<file path="config.mk">
export PLATFORM = sky130hd
export DESIGN_NAME = rtc_bus_transaction
export DESIGN_NICKNAME = d
export VERILOG_FILES = /design/src/rtl/rtc_bus_pkg.sv /design/src/rtl/rtc_bus_transaction_timer.sv /design/src/rtl/rtc_bus_transaction.sv
export SDC_FILE = /design/constraint.sdc
export NUM_CORES = 1
export LEC_CHECK = 0
export CORE_MARGIN = 4
export CORE_UTILIZATION = 42
export DETAILED_ROUTE_END_ITERATION = 10
export PLACE_DENSITY = 0.87
export SYNTH_ARGS = -nofsm -noshare
export SYNTH_HDL_FRONTEND = slang
export SYNTH_SLANG_ARGS = --single-unit
</file>
<file path="constraint.sdc">
create_clock -name clk -period 1.8 [get_ports clk]
set_input_delay 0.18 -clock clk [delete_from_list [all_inputs] [get_ports clk]]
set_output_delay 0.18 -clock clk [all_outputs]
set_load 0.02 [all_outputs]
</file>
<file path="src/rtl/rtc_bus_pkg.sv">
// Shared definitions for the RTC multiplexed-bus transaction engine.
// State encoding, default phase length and idle strobe levels.
package rtc_bus_pkg;

    typedef enum logic [2:0] {
        ST_IDLE     = 3'd0,
        ST_ADDR_STB = 3'd1,
        ST_ADDR_REC = 3'd2,
        ST_DATA_STB = 3'd3,
        ST_DATA_REC = 3'd4,
        ST_DONE     = 3'd5
    } state_t;

    localparam int T_PHASE_DEFAULT = 4;

    localparam logic IDLE_CS_N   = 1'b1;
    localparam logic IDLE_RD_N   = 1'b1;
    localparam logic IDLE_WR_N   = 1'b1;
    localparam logic IDLE_AD_SEL = 1'b1;

    // Phases whose length is set by the phase timer.
    function automatic logic is_timed(input state_t s);
        return (s == ST_ADDR_STB) || (s == ST_ADDR_REC) ||
               (s == ST_DATA_STB) || (s == ST_DATA_REC);
    endfunction

endpackage

</file>
<file path="src/rtl/rtc_bus_transaction_timer.sv">
// Phase timer: counts cycles within a bus phase and flags the last one.
// Cleared on every state change; counts only while enabled.
module rtc_phase_timer #(
    parameter int T_PHASE = 4,
    localparam int CNT_W  = $clog2(T_PHASE + 1)
) (
    input  logic             clk,
    input  logic             reset_count,
    input  logic             i_clear,
    input  logic             i_enable,
    input  logic [CNT_W-1:0] i_term,
    output logic             o_phase_end
);

    logic [CNT_W-1:0] r_cnt;

    always_ff @(posedge clk or posedge reset_count) begin
        if (reset_count) begin
            r_cnt <= '0;
        end else if (i_clear) begin
            r_cnt <= '0;
        end else if (i_enable) begin
            r_cnt <= r_cnt + 1'b1;
        end
    end

    assign o_phase_end = i_enable && (r_cnt == i_term);

endmodule

</file>
<file path="src/rtl/rtc_bus_transaction.sv">
// One read/write access on the RTC multiplexed A/D bus per request from the control FSM.
// Optional macro RTC_BUS_ABORT_EN: dropping the request mid-transaction aborts to IDLE.
module rtc_bus_transaction
    import rtc_bus_pkg::*;
#(
    parameter int T_PHASE = T_PHASE_DEFAULT
) (
    input  logic       clk,
    input  logic       reset_count,
    input  logic       in_en_funcion,
    input  logic       in_funcion_w_r,
    input  logic [7:0] in_addr,
    input  logic [7:0] in_dato_wr,
    input  logic [7:0] in_ad_bus,
    output logic [7:0] out_ad_bus,
    output logic       out_ad_oe,
    output logic       out_cs_n,
    output logic       out_rd_n,
    output logic       out_wr_n,
    output logic       out_ad_sel,
    output logic       out_flag_done,
    output logic [7:0] out_dato_leido,
    output logic [2:0] out_state
);

    localparam int              CNT_W = $clog2(T_PHASE + 1);
    localparam logic [CNT_W-1:0] TERM = CNT_W'(T_PHASE - 1);

    state_t     r_state;
    state_t     w_next;
    logic       r_wr;
    logic [7:0] r_addr;
    logic [7:0] r_data;

    logic       w_timed;
    logic       w_clear;
    logic       w_phase_end;
    logic       w_capture;
    logic [7:0] w_addr;

    logic       w_cs_n;
    logic       w_rd_n;
    logic       w_wr_n;
    logic       w_ad_sel;
    logic       w_oe;
    logic       w_done;
    logic [7:0] w_bus;

    assign w_timed = is_timed(r_state);
    assign w_clear = (w_next != r_state);
    // The address phase starts on the request edge, before the latch is loaded.
    assign w_addr  = (r_state == ST_IDLE) ? in_addr : r_addr;
    assign w_capture = (r_state == ST_DATA_STB) && (w_next == ST_DATA_REC) && !r_wr;

    rtc_phase_timer #(
        .T_PHASE     (T_PHASE)
    ) u_timer (
        .clk         (clk),
        .reset_count (reset_count),
        .i_clear     (w_clear),
        .i_enable    (w_timed),
        .i_term      (TERM),
        .o_phase_end (w_phase_end)
    );

    always_comb begin
        w_next = r_state;
        case (r_state)
            ST_IDLE:     if (in_en_funcion) w_next = ST_ADDR_STB;
            ST_ADDR_STB: if (w_phase_end)   w_next = ST_ADDR_REC;
            ST_ADDR_REC: if (w_phase_end)   w_next = ST_DATA_STB;
            ST_DATA_STB: if (w_phase_end)   w_next = ST_DATA_REC;
            ST_DATA_REC: if (w_phase_end)   w_next = ST_DONE;
            ST_DONE:                        w_next = ST_IDLE;
            default:                        w_next = ST_IDLE;
        endcase
`ifdef RTC_BUS_ABORT_EN
        if (w_timed && !in_en_funcion) w_next = ST_IDLE;
`endif

        // Outputs are registered, so they are decoded from the state being entered.
        w_cs_n   = IDLE_CS_N;
        w_rd_n   = IDLE_RD_N;
        w_wr_n   = IDLE_WR_N;
        w_ad_sel = IDLE_AD_SEL;
        w_oe     = 1'b0;
        w_bus    = 8'h00;
        w_done   = 1'b0;
        case (w_next)
            ST_ADDR_STB: begin
                w_cs_n = 1'b0;
                w_oe   = 1'b1;
                w_bus  = w_addr;
                w_wr_n = 1'b0;
            end
            ST_ADDR_REC: begin
                w_cs_n = 1'b0;
                w_oe   = 1'b1;
                w_bus  = w_addr;
            end
            ST_DATA_STB: begin
                w_cs_n   = 1'b0;
                w_ad_sel = 1'b0;
                if (r_wr) begin
                    w_oe   = 1'b1;
                    w_bus  = r_data;
                    w_wr_n = 1'b0;
                end else begin
                    w_rd_n = 1'b0;
                end
            end
            ST_DATA_REC: begin
                w_cs_n   = 1'b0;
                w_ad_sel = 1'b0;
                if (r_wr) begin
                    w_oe  = 1'b1;
                    w_bus = r_data;
                end
            end
            ST_DONE: w_done = 1'b1;
            default: ;
        endcase
    end

    always_ff @(posedge clk or posedge reset_count) begin
        if (reset_count) begin
            r_state        <= ST_IDLE;
            out_cs_n       <= IDLE_CS_N;
            out_rd_n       <= IDLE_RD_N;
            out_wr_n       <= IDLE_WR_N;
            out_ad_sel     <= IDLE_AD_SEL;
            out_ad_oe      <= 1'b0;
            out_ad_bus     <= 8'h00;
            out_flag_done  <= 1'b0;
            out_dato_leido <= 8'h00;
        end else begin
            r_state        <= w_next;
            out_cs_n       <= w_cs_n;
            out_rd_n       <= w_rd_n;
            out_wr_n       <= w_wr_n;
            out_ad_sel     <= w_ad_sel;
            out_ad_oe      <= w_oe;
            out_ad_bus     <= w_bus;
            out_flag_done  <= w_done;
            if (w_capture) out_dato_leido <= in_ad_bus;
        end
    end

    // Request parameters are frozen for the whole transaction.
    always_ff @(posedge clk) begin
        if (r_state == ST_IDLE && in_en_funcion) begin
            r_addr <= in_addr;
            r_data <= in_dato_wr;
            r_wr   <= in_funcion_w_r;
        end
    end

    assign out_state = r_state;

endmodule
</file>
After elaboration in Yosys (flattened, before gate mapping)
Index checks and enable logic that the tools add are counted.

storage, ports and cells
  output and inout bits = 25
  bits of input ports = 28
  bits in registers = 45

cells by class
  $add $sub $neg = 1
  equal/unequal tests = 11
  reductions and logical operators = 13
  multiplexer cells = 19

operator list
  operator             count
  $mux 3               7
  $mux 8               2
  $pmux 8 s2           1
  $eq 3x2->1 const B   5
  $pmux 3 s5           1
  $eq 3x3->1 const B   3
  $eq 3x1->1 const B   2
  $mux 1               6
  $logic_and 1x1->1    4
  $pmux 1 s2           2
  $reduce_or 2->1      2
  $reduce_or 4->1      1
  $add 3x1->3 const B  1
  $logic_not 3->1      1
  $logic_or 1x1->1     3
  $ne 3x3->1           1
  $reduce_bool 2->1    1
  $logic_not 1->1      1

Logic depth before layout (Yosys ltp)
Gate-level depths: netlist of the first run.

  depth after elaboration = 10
  gate-level depth with buffers = 8

By module
From an unflattened synthesis of the first run, not the netlist that was laid out.

unflattened totals
  cells, all modules = 136
  area, all modules = 1874.3 µm²

modules (own cells, without submodules)
  module               area an instance (µm²)  cells each  instances
  rtc_bus_transaction  1699.1                  120         1
  rtc_phase_timer      175.2                   16          1

Worst setup path before layout of the first run
Ideal clock, no wire load.

  kind = reg2reg
  from = reg u_timer.r_cnt[0]
  to = reg out_ad_bus[0]
  slack = -80 ps
  data arrival time = 1802 ps
  cell stages (with the launch flop) = 9
  required time = 1721 ps
  cells stage by stage = dfrtp_1 -> ha_1 -> ha_1 -> clkbuf_2 -> or4b_4 -> o21ai_2 -> and2_4 -> buf_8 -> o2bb2ai_1

between the ends
  word-level cells in the longest chain between the ends = 7
  elaborated cells between the ends (all ways) = 14
  classes of those cells = eq/ne (5); mux (6); reduce/logical (3)

ends and longest elaborated chain
  what                                      line                             source
  start: declaration                        rtc_bus_transaction_timer.sv:15  logic [CNT_W-1:0] r_cnt;
  start signal: assignment                  rtc_bus_transaction_timer.sv:23  r_cnt <= r_cnt + 1'b1;
  $eq 3x2->1 (*)                            rtc_bus_transaction_timer.sv:27  assign o_phase_end = i_enable && (r_cnt == i_term);
  $logic_and 1x1->1 (*)                     rtc_bus_transaction_timer.sv:27
  $mux 3 (on tied branches)                 --
  $pmux 3 s5 (*)                            rtc_bus_transaction.sv:68        case (r_state)
  $eq 3x3->1, or another cell as far along  rtc_bus_transaction.sv:89        case (w_next)
  $reduce_or 2->1 (no line)                 --
  $pmux 8 s2 (*)                            rtc_bus_transaction.sv:89
  net w_bus[0]                              rtc_bus_transaction.sv:47        logic [7:0] w_bus;
  end signal: assignment                    rtc_bus_transaction.sv:143       out_ad_bus <= w_bus;
  end: declaration                          rtc_bus_transaction.sv:15        output logic [7:0] out_ad_bus,

The timed path passes the listed nets; every way through them passes the cells marked *.
A chain may end at the register's enable or synchronous reset.

Worst setup path in the final report of the first run
  from = reg u_timer.r_cnt[1]
  to = reg out_ad_bus[0]

The elaborated chain is that of the path after synthesis.

==> metrics.md, run 1 <==
| Metric | Value |
|---|---|
| Run status | `finished, final reports clean` |
| Maximum fanout along the worst path | `9` |
| Crit-path cells | `ha_2 -> ha_4 -> or4b_4 -> o21ai_2 -> and2_4 -> o2bb2ai_1` |
| R2r setup slk | `0.0004 ns` |
| Peak VDD IR | `0.000885 V` |
| Final hold slack | `0.243 ns` |
| RR Endpoint | `out_ad_bus[0]$_DFF_PP0_` |
| Final setup viols | `0` |
| # fillers | `311` |
| #FFs+latches synth | `45` |
| Crit path buffers/inverters | `0` |
| Worst Skew | `0.00415 ns` |
| Crit path kind | `reg2reg` |
| DP Area | `0.00242 sq mm` |
| Worst r2r src | `u_timer.r_cnt[1]$_DFFE_PP0P_` |
| Leading cell types in the layout, fill and taps excluded | `clkdlybuf4s50_1, dfrtp_1, edfxtp_1` |
| CTS tree | `done` |
| Number of global-route vias before repair | `1,290` |
| HP Class | `in2async` |
| FMAX | `0.556 GHz` |
| Setup crit end kind | `flop` |
| Cell internal pwr | `2.59 mW` |
| # nets final | `218` |
| Routed WL | `3650 um` |
| CP max stage delay | `0.50 ns` |
| Utilization after layout | `61.7%` |
| Reg power frac | `40.2%` |
| Wirelength per Cell | `15.3 um` |
| Cell area power density | `1580 mW/mm^2` |
| DP Wirelength | `2700 um` |
| GRT overflow | `0` |
| Fin. max-slew vios | `0` |
| Warnings from Yosys | `0` |
| Placeable Area | `0.00412 sq mm` |
| Syn Nets | `158` |
| Slew at the pin closest to its max-slew limit | `0.408 ns` |
| RSZ-0062 raised after global routing | `yes` |
| Clock slew at reported path FFs | `0.08 ns` |
| P_sw | `1.43 mW` |
| First-pass GRT wire length | `5880 um` |
| Post-Synthesis Cells | `128` |
| Sw Share | `35.5%` |
| CP Launch Type | `flop` |
| Worst r2r path cells | `6` |
| Gr usage total | `14.2%` |
| Async SR Flop Fraction | `62.2%` |
| Drt via density | `5.13` |
| Vias | `1,226` |
| # H-tree levels | `2` |
| Die Y | `74.4 um` |
| I/O pins | `53` |
| Initial core utilization | `44.9%` |
| Final Hold Viols | `0` |
| TritonRoute pass-1 iters | `4` |
| Crit share post-route | `100%` |
| Post-synthesis sequential area ratio | `65.8%` |
| Synth Cell Area | `0.00185 sq mm` |
| Clk buf depth | `2` |
| Layout cells sized above 1 | `19.0%` |
| Total Negative Setup Slacks | `0 ns` |
| IO Port Bufs | `52` |
| Gpl congestion | `0.797` |
| Largest net degree at the start of global routing | `29` |
| Die area | `0.00553 sq mm` |
| ANT cells | `0` |
| Clk_lat worst skew | `0.30 ns` |
| Row Count | `23` |
| Tmin final | `1.80 ns` |
| Die width | `74.4 um` |
| Avg Inst Size Synth | `14.4 sq um` |
| Synth cell types | `36` |
| Most common cell after layout, fill and taps aside | `clkdlybuf4s50_1` |
| Slowest CP cell | `or4b_4` |
| CTS Root Cell | `clkbuf_8` |
| CP top delay family | `simple AND/OR/NAND/NOR gates` |
| Gate power share | `45.2%` |
| CTS buffer count | `5` |
| Final antenna-violating net count | `0` |
| Top FF cell, synth | `dfrtp_1` |
| Pwr Total | `4.02 mW` |
| Max-capacitance violation count | `0` |
| Clock share of power | `14.6%` |
| Worst Path Required | `2.02 ns` |
| Post-synth EDFFs | `17` |
| Hold buffer count at cts | `0` |
| Synth-to-layout area growth | `37.3%` |
| Final instance area | `0.00254 sq mm` |
| Initial antenna violation count | `0` |
| P_leak | `1.03 nW` |
| Rel. slew slack | `72.7%` |
| CTS sink cnt | `45` |
| Number of remaining DRC errors | `0` |
| Initial DRC count | `50` |
| Critical path data arrival time | `2.02 ns` |
logic make-up after synthesis:
logic type,count (synthesis),share of synthesized area [%]
DFF,45,65.8
and+or+nand+nor,28,8.73
AOI/OAI and AO/OA,20,8.19
muxes,20,11.4
buffers and inverters,12,4.06
adders and majority gates,2,1.35
xor gates and xnor gates,1,0.474
through the flow:
| stage | worst slack (ns) | std cells |
|---|---|---|
| after global routing | -0.0355 | 239 |
| after floorplan | -0.0334 | 128 |
| after global placement | 0.0313 | 229 |
| after CTS | 0.00230 | 239 |
| final | 0.000417 | 239 |
| after detailed placement | -0.0731 | 229 |
worst max-delay path by stage:
stage	startpoint	endpoint	slack, ns	cells past startpoint
after floorplan	u_timer.r_cnt[0]$_DFFE_PP0P_	out_ad_bus[0]$_DFF_PP0_	-0.03	8
after global placement	u_timer.r_cnt[0]$_DFFE_PP0P_	out_ad_bus[5]$_DFF_PP0_	0.03	6
after detailed placement	u_timer.r_cnt[0]$_DFFE_PP0P_	out_dato_leido[1]$_DFFE_PP0P_	-0.07	5
after CTS	u_timer.r_cnt[0]$_DFFE_PP0P_	out_ad_bus[3]$_DFF_PP0_	0.002	6
after global routing	u_timer.r_cnt[0]$_DFFE_PP0P_	out_ad_bus[0]$_DFF_PP0_	-0.04	6
final	u_timer.r_cnt[1]$_DFFE_PP0P_	out_ad_bus[0]$_DFF_PP0_	0.0004	6
synth_stat cells (2+ instances only):
cell,instances,area (sq um)
nor2_1,7,26.3
dfrtp_1,24,601
o2bb2ai_1,8,70.1
buf_6,2,22.5
a21oi_1,3,15.0
buf_2,2,10.0
edfxtp_1,17,510
o21ai_0,3,15.0
ha_1,2,25.0
and3_1,2,12.5
nand2_1,4,15.0
dfstp_2,4,105
mux2i_1,11,110
inv_1,6,22.5
mux2_2,9,101
nor2b_1,2,12.5
nor3_1,3,15.0
sequential cells by signal (all words and copies together), names as in the netlist:
| signal | flops |
|---|---|
| out_dato_leido | 8 |
| out_rd_n | 1 |
| out_ad_oe | 1 |
| r_addr | 8 |
| r_wr | 1 |
| out_cs_n | 1 |
| out_ad_sel | 1 |
| out_flag_done | 1 |
| u_timer.r_cnt | 3 |
| r_data | 8 |
| out_wr_n | 1 |
| out_ad_bus | 8 |
| out_state | 3 |
power by group through the flow:
stage                     clock network, mW  logic [mW]  registers (mW)
final                                 0.588        1.82            1.61
after global routing                  0.647        1.97            1.66
after CTS                             0.604        1.84            1.61
after detailed placement                  0        1.78            1.63
after global placement                    0        1.70            1.62
after floorplan                           0       0.894            1.84
layout make-up:
cell class	count	area, sq um	share of cell area [%]
Inverter	6	22.5	0.887
Timing Repair Buffer	58	568	22.4
Sequential cell	45	1220	48.0
Clock buffer	7	76.3	3.00
Tap cell	50	62.6	2.46
Clock inverter	1	3.75	0.148
Multi-Input combinational cell	72	588	23.2
worst reg2reg max path, cell delays in order (launching register included):
cell,delay (ns)
dfrtp_1,0.40
ha_2,0.21
ha_4,0.19
or4b_4,0.50
o21ai_2,0.10
and2_4,0.20
o2bb2ai_1,0.12
layer usage:
| metal | vias up | wire length [um] | global-route usage (%) |
|---|---|---|---|
| met3 | 8 | 358 | 5.68 |
| met5 | - | 0 | 0 |
| li1 | 582 | - | - |
| met1 | 584 | 1550 | 16.9 |
| met4 | 0 | 67 | 5.73 |
| met2 | 52 | 1680 | 23.2 |
what timing repair did:
item	4_1_cts	5_1_grt
gates cloned	1	0
gates resized for setup	4	3
setup buffers	1	0
pin swaps	0	0
endpoints found under the setup margin	18	9
Power figures use the tool's default switching activity.
==> run 2: changes to the inputs <==
--- a/config.mk
+++ b/config.mk
@@ -5,8 +5,10 @@
 export SDC_FILE = /design/constraint.sdc
 export NUM_CORES = 1
 export LEC_CHECK = 0
+export CELL_PAD_IN_SITES_DETAIL_PLACEMENT = 1
+export CELL_PAD_IN_SITES_GLOBAL_PLACEMENT = 1
 export CORE_MARGIN = 4
-export CORE_UTILIZATION = 42
+export CORE_UTILIZATION = 34
 export DETAILED_ROUTE_END_ITERATION = 10
 export PLACE_DENSITY = 0.87
 export SYNTH_ARGS = -nofsm -noshare
==> run 2 against run 1 <==
Net effect: non-clock buffer count is 6 higher; critical endpoint unchanged; critical path type unchanged; clock skew is 0.0039 ns higher; highest routed layer unchanged; register-to-register slack hardly changed; cell count is 11% higher.
==> metrics.md, run 2 (same netlist as run 1, synthesis figures left out) <==
| Metric | Value |
|---|---|
| Run status | `finished, final reports clean` |
| Area occupied by multi-input gates | `603 sq um` |
| Number of global-route vias before repair | `1,342` |
| Fin. max-slew vios | `0` |
| Routed WL | `4340 um` |
| CTS buffer count | `5` |
| HP Class | `in2async` |
| Die area | `0.00668 sq mm` |
| Wirelength per Cell | `16.4 um` |
| RSZ-0062 raised after global routing | `yes` |
| CTS Root Cell | `clkbuf_8` |
| Gpl congestion | `0.782` |
| Placeable Area | `0.00520 sq mm` |
| Final setup viols | `0` |
| Final worst slack | `0.0144 ns` |
| Gr usage total | `13.5%` |
| Max-capacitance violation count | `0` |
| P_leak | `1.07 nW` |
| IO Port Bufs | `52` |
| CTS tree | `done` |
| Crit share post-route | `99.2%` |
| Largest net degree at the start of global routing | `29` |
| Placed Instances | `255` |
| CP Launch Type | `flop` |
| Initial DRC count | `35` |
| Most common cell after layout, fill and taps aside | `clkdlybuf4s50_1` |
| Tmin final | `1.79 ns` |
| Leading cell types in the layout, fill and taps excluded | `clkdlybuf4s50_1, dfrtp_1, edfxtp_1` |
| Worst Path Required | `2.02 ns` |
| Vias | `1,263` |
| TritonRoute pass-1 iters | `4` |
| Initial core utilization | `35.5%` |
| FMAX | `0.560 GHz` |
| Slowest CP cell | `or4b_4` |
| Final antenna-violating net count | `0` |
| # H-tree levels | `2` |
| Final non-filler cell total | `265` |
| CP top delay family | `simple AND/OR/NAND/NOR gates` |
| Layout cells sized above 1 | `23.1%` |
| Cell area power density | `1580 mW/mm^2` |
| Worst Skew | `0.00809 ns` |
| # nets final | `224` |
| ANT cells | `0` |
| GRT overflow | `0` |
| First-pass GRT wire length | `6560 um` |
| Row Count | `26` |
| # fillers | `534` |
| Clock slew at reported path FFs | `0.09 ns` |
| Clk buf depth | `2` |
| Utilization after layout | `50.9%` |
| Maximum fanout along the worst path | `6` |
| Place WS | `-0.00610 ns` |
| Number of remaining DRC errors | `0` |
| CTS sink cnt | `45` |
| Critical path data arrival time | `2.01 ns` |
| Clk_lat worst skew | `0.30 ns` |
| DP Area | `0.00251 sq mm` |
| Die Y | `81.8 um` |
| Setup crit end kind | `flop` |
| I/O pins | `53` |
| Crit-path cells | `ha_2 -> ha_4 -> or4b_4 -> o21ai_4 -> and2_4 -> o2bb2ai_1` |
| Crit path kind | `reg2reg` |
| DP Wirelength | `3230 um` |
| Slew at the pin closest to its max-slew limit | `0.475 ns` |
| Die width | `81.8 um` |
| Crit path buffers/inverters | `0` |
| Initial antenna violation count | `0` |
| Rel. slew slack | `68.2%` |
| Peak VDD IR | `0.000732 V` |
| R2r setup slk | `0.01 ns` |
| Register area | `0.00122 sq mm` |
| Drt via density | `4.77` |
| Synth-to-layout area growth | `43.2%` |
| CP max stage delay | `0.51 ns` |
| Final Hold Viols | `0` |
| Final instance area | `0.00265 sq mm` |
run 2: cell types whose count changed in the layout (fill, tap and decap cells not counted), moves of 2 or more:
cell       previous run  this run
o2bb2ai_1             8         6
buf_4                 6        10
clkbuf_1              2         0
o2bb2ai_2             0         2
run 2: final cells by class:
class / instances / area share [%]
well taps: 70 / 3.31
clock inverters: 3 / 0.803
repair buffers: 64 / 23.7
flip-flops and latches: 45 / 46.0
multi-input cells: 72 / 22.8
clock buffers: 5 / 2.60
inverters: 6 / 0.850
run 2: repair_timing:
item / in CTS / in global routing
hold buffers: 0 / 0
gates resized for setup: 1 / 6
setup buffers: 0 / 1
gates cloned: 1 / 0
endpoints found under the setup margin: 8 / 10
run 2: per-stage QoR:
step	hold WS (ns)	TNS, ns	total power, mW
after global routing	0.274	-0.137	4.45
after floorplan	0.242	-0.285	2.73
final	0.236	0	4.19
after detailed placement	0.450	-0.00610	3.52
after global placement	0.437	0	3.42
after CTS	0.247	0	4.19
run 2: path summary, 6_finish.rpt:
kind                                           end  cells past startpoint                         start
max                        out_ad_bus[0]$_DFF_PP0_                      6  u_timer.r_cnt[1]$_DFFE_PP0P_
min                            out_ad_oe$_DFF_PP0_                      3                   reset_count
max reg2reg                out_ad_bus[0]$_DFF_PP0_                      6  u_timer.r_cnt[1]$_DFFE_PP0P_
min reg2reg                out_ad_bus[3]$_DFF_PP0_                      1           r_data[3]$_DFFE_PP_
max in group asynchronous       out_cs_n$_DFF_PP1_                      3                   reset_count
min in group clk               r_data[5]$_DFFE_PP_                      1                 in_dato_wr[5]
run 2: worst reg2reg max path, stage by stage, from the launching register on:
cell and delay [ns]:
dfrtp_1 0.39, ha_2 0.20, ha_4 0.18, or4b_4 0.51
o21ai_4 0.09, and2_4 0.21, o2bb2ai_1 0.12
run 2: where the power goes:
group	internal, mW	switching, mW
clock network	0.276	0.354
logic	0.957	1.01
registers	1.43	0.164
total	2.66	1.53
run 2: per-layer routing:
layer | GRT usage (%) | up-vias | wire length (um)
met1 | 15.0 | 620 | 1700
met2 | 25.6 | 47 | 2350
li1 | - | 594 | -
met4 | 1.99 | 0 | 13
met3 | 4.28 | 2 | 276
met5 | 0 | - | 0
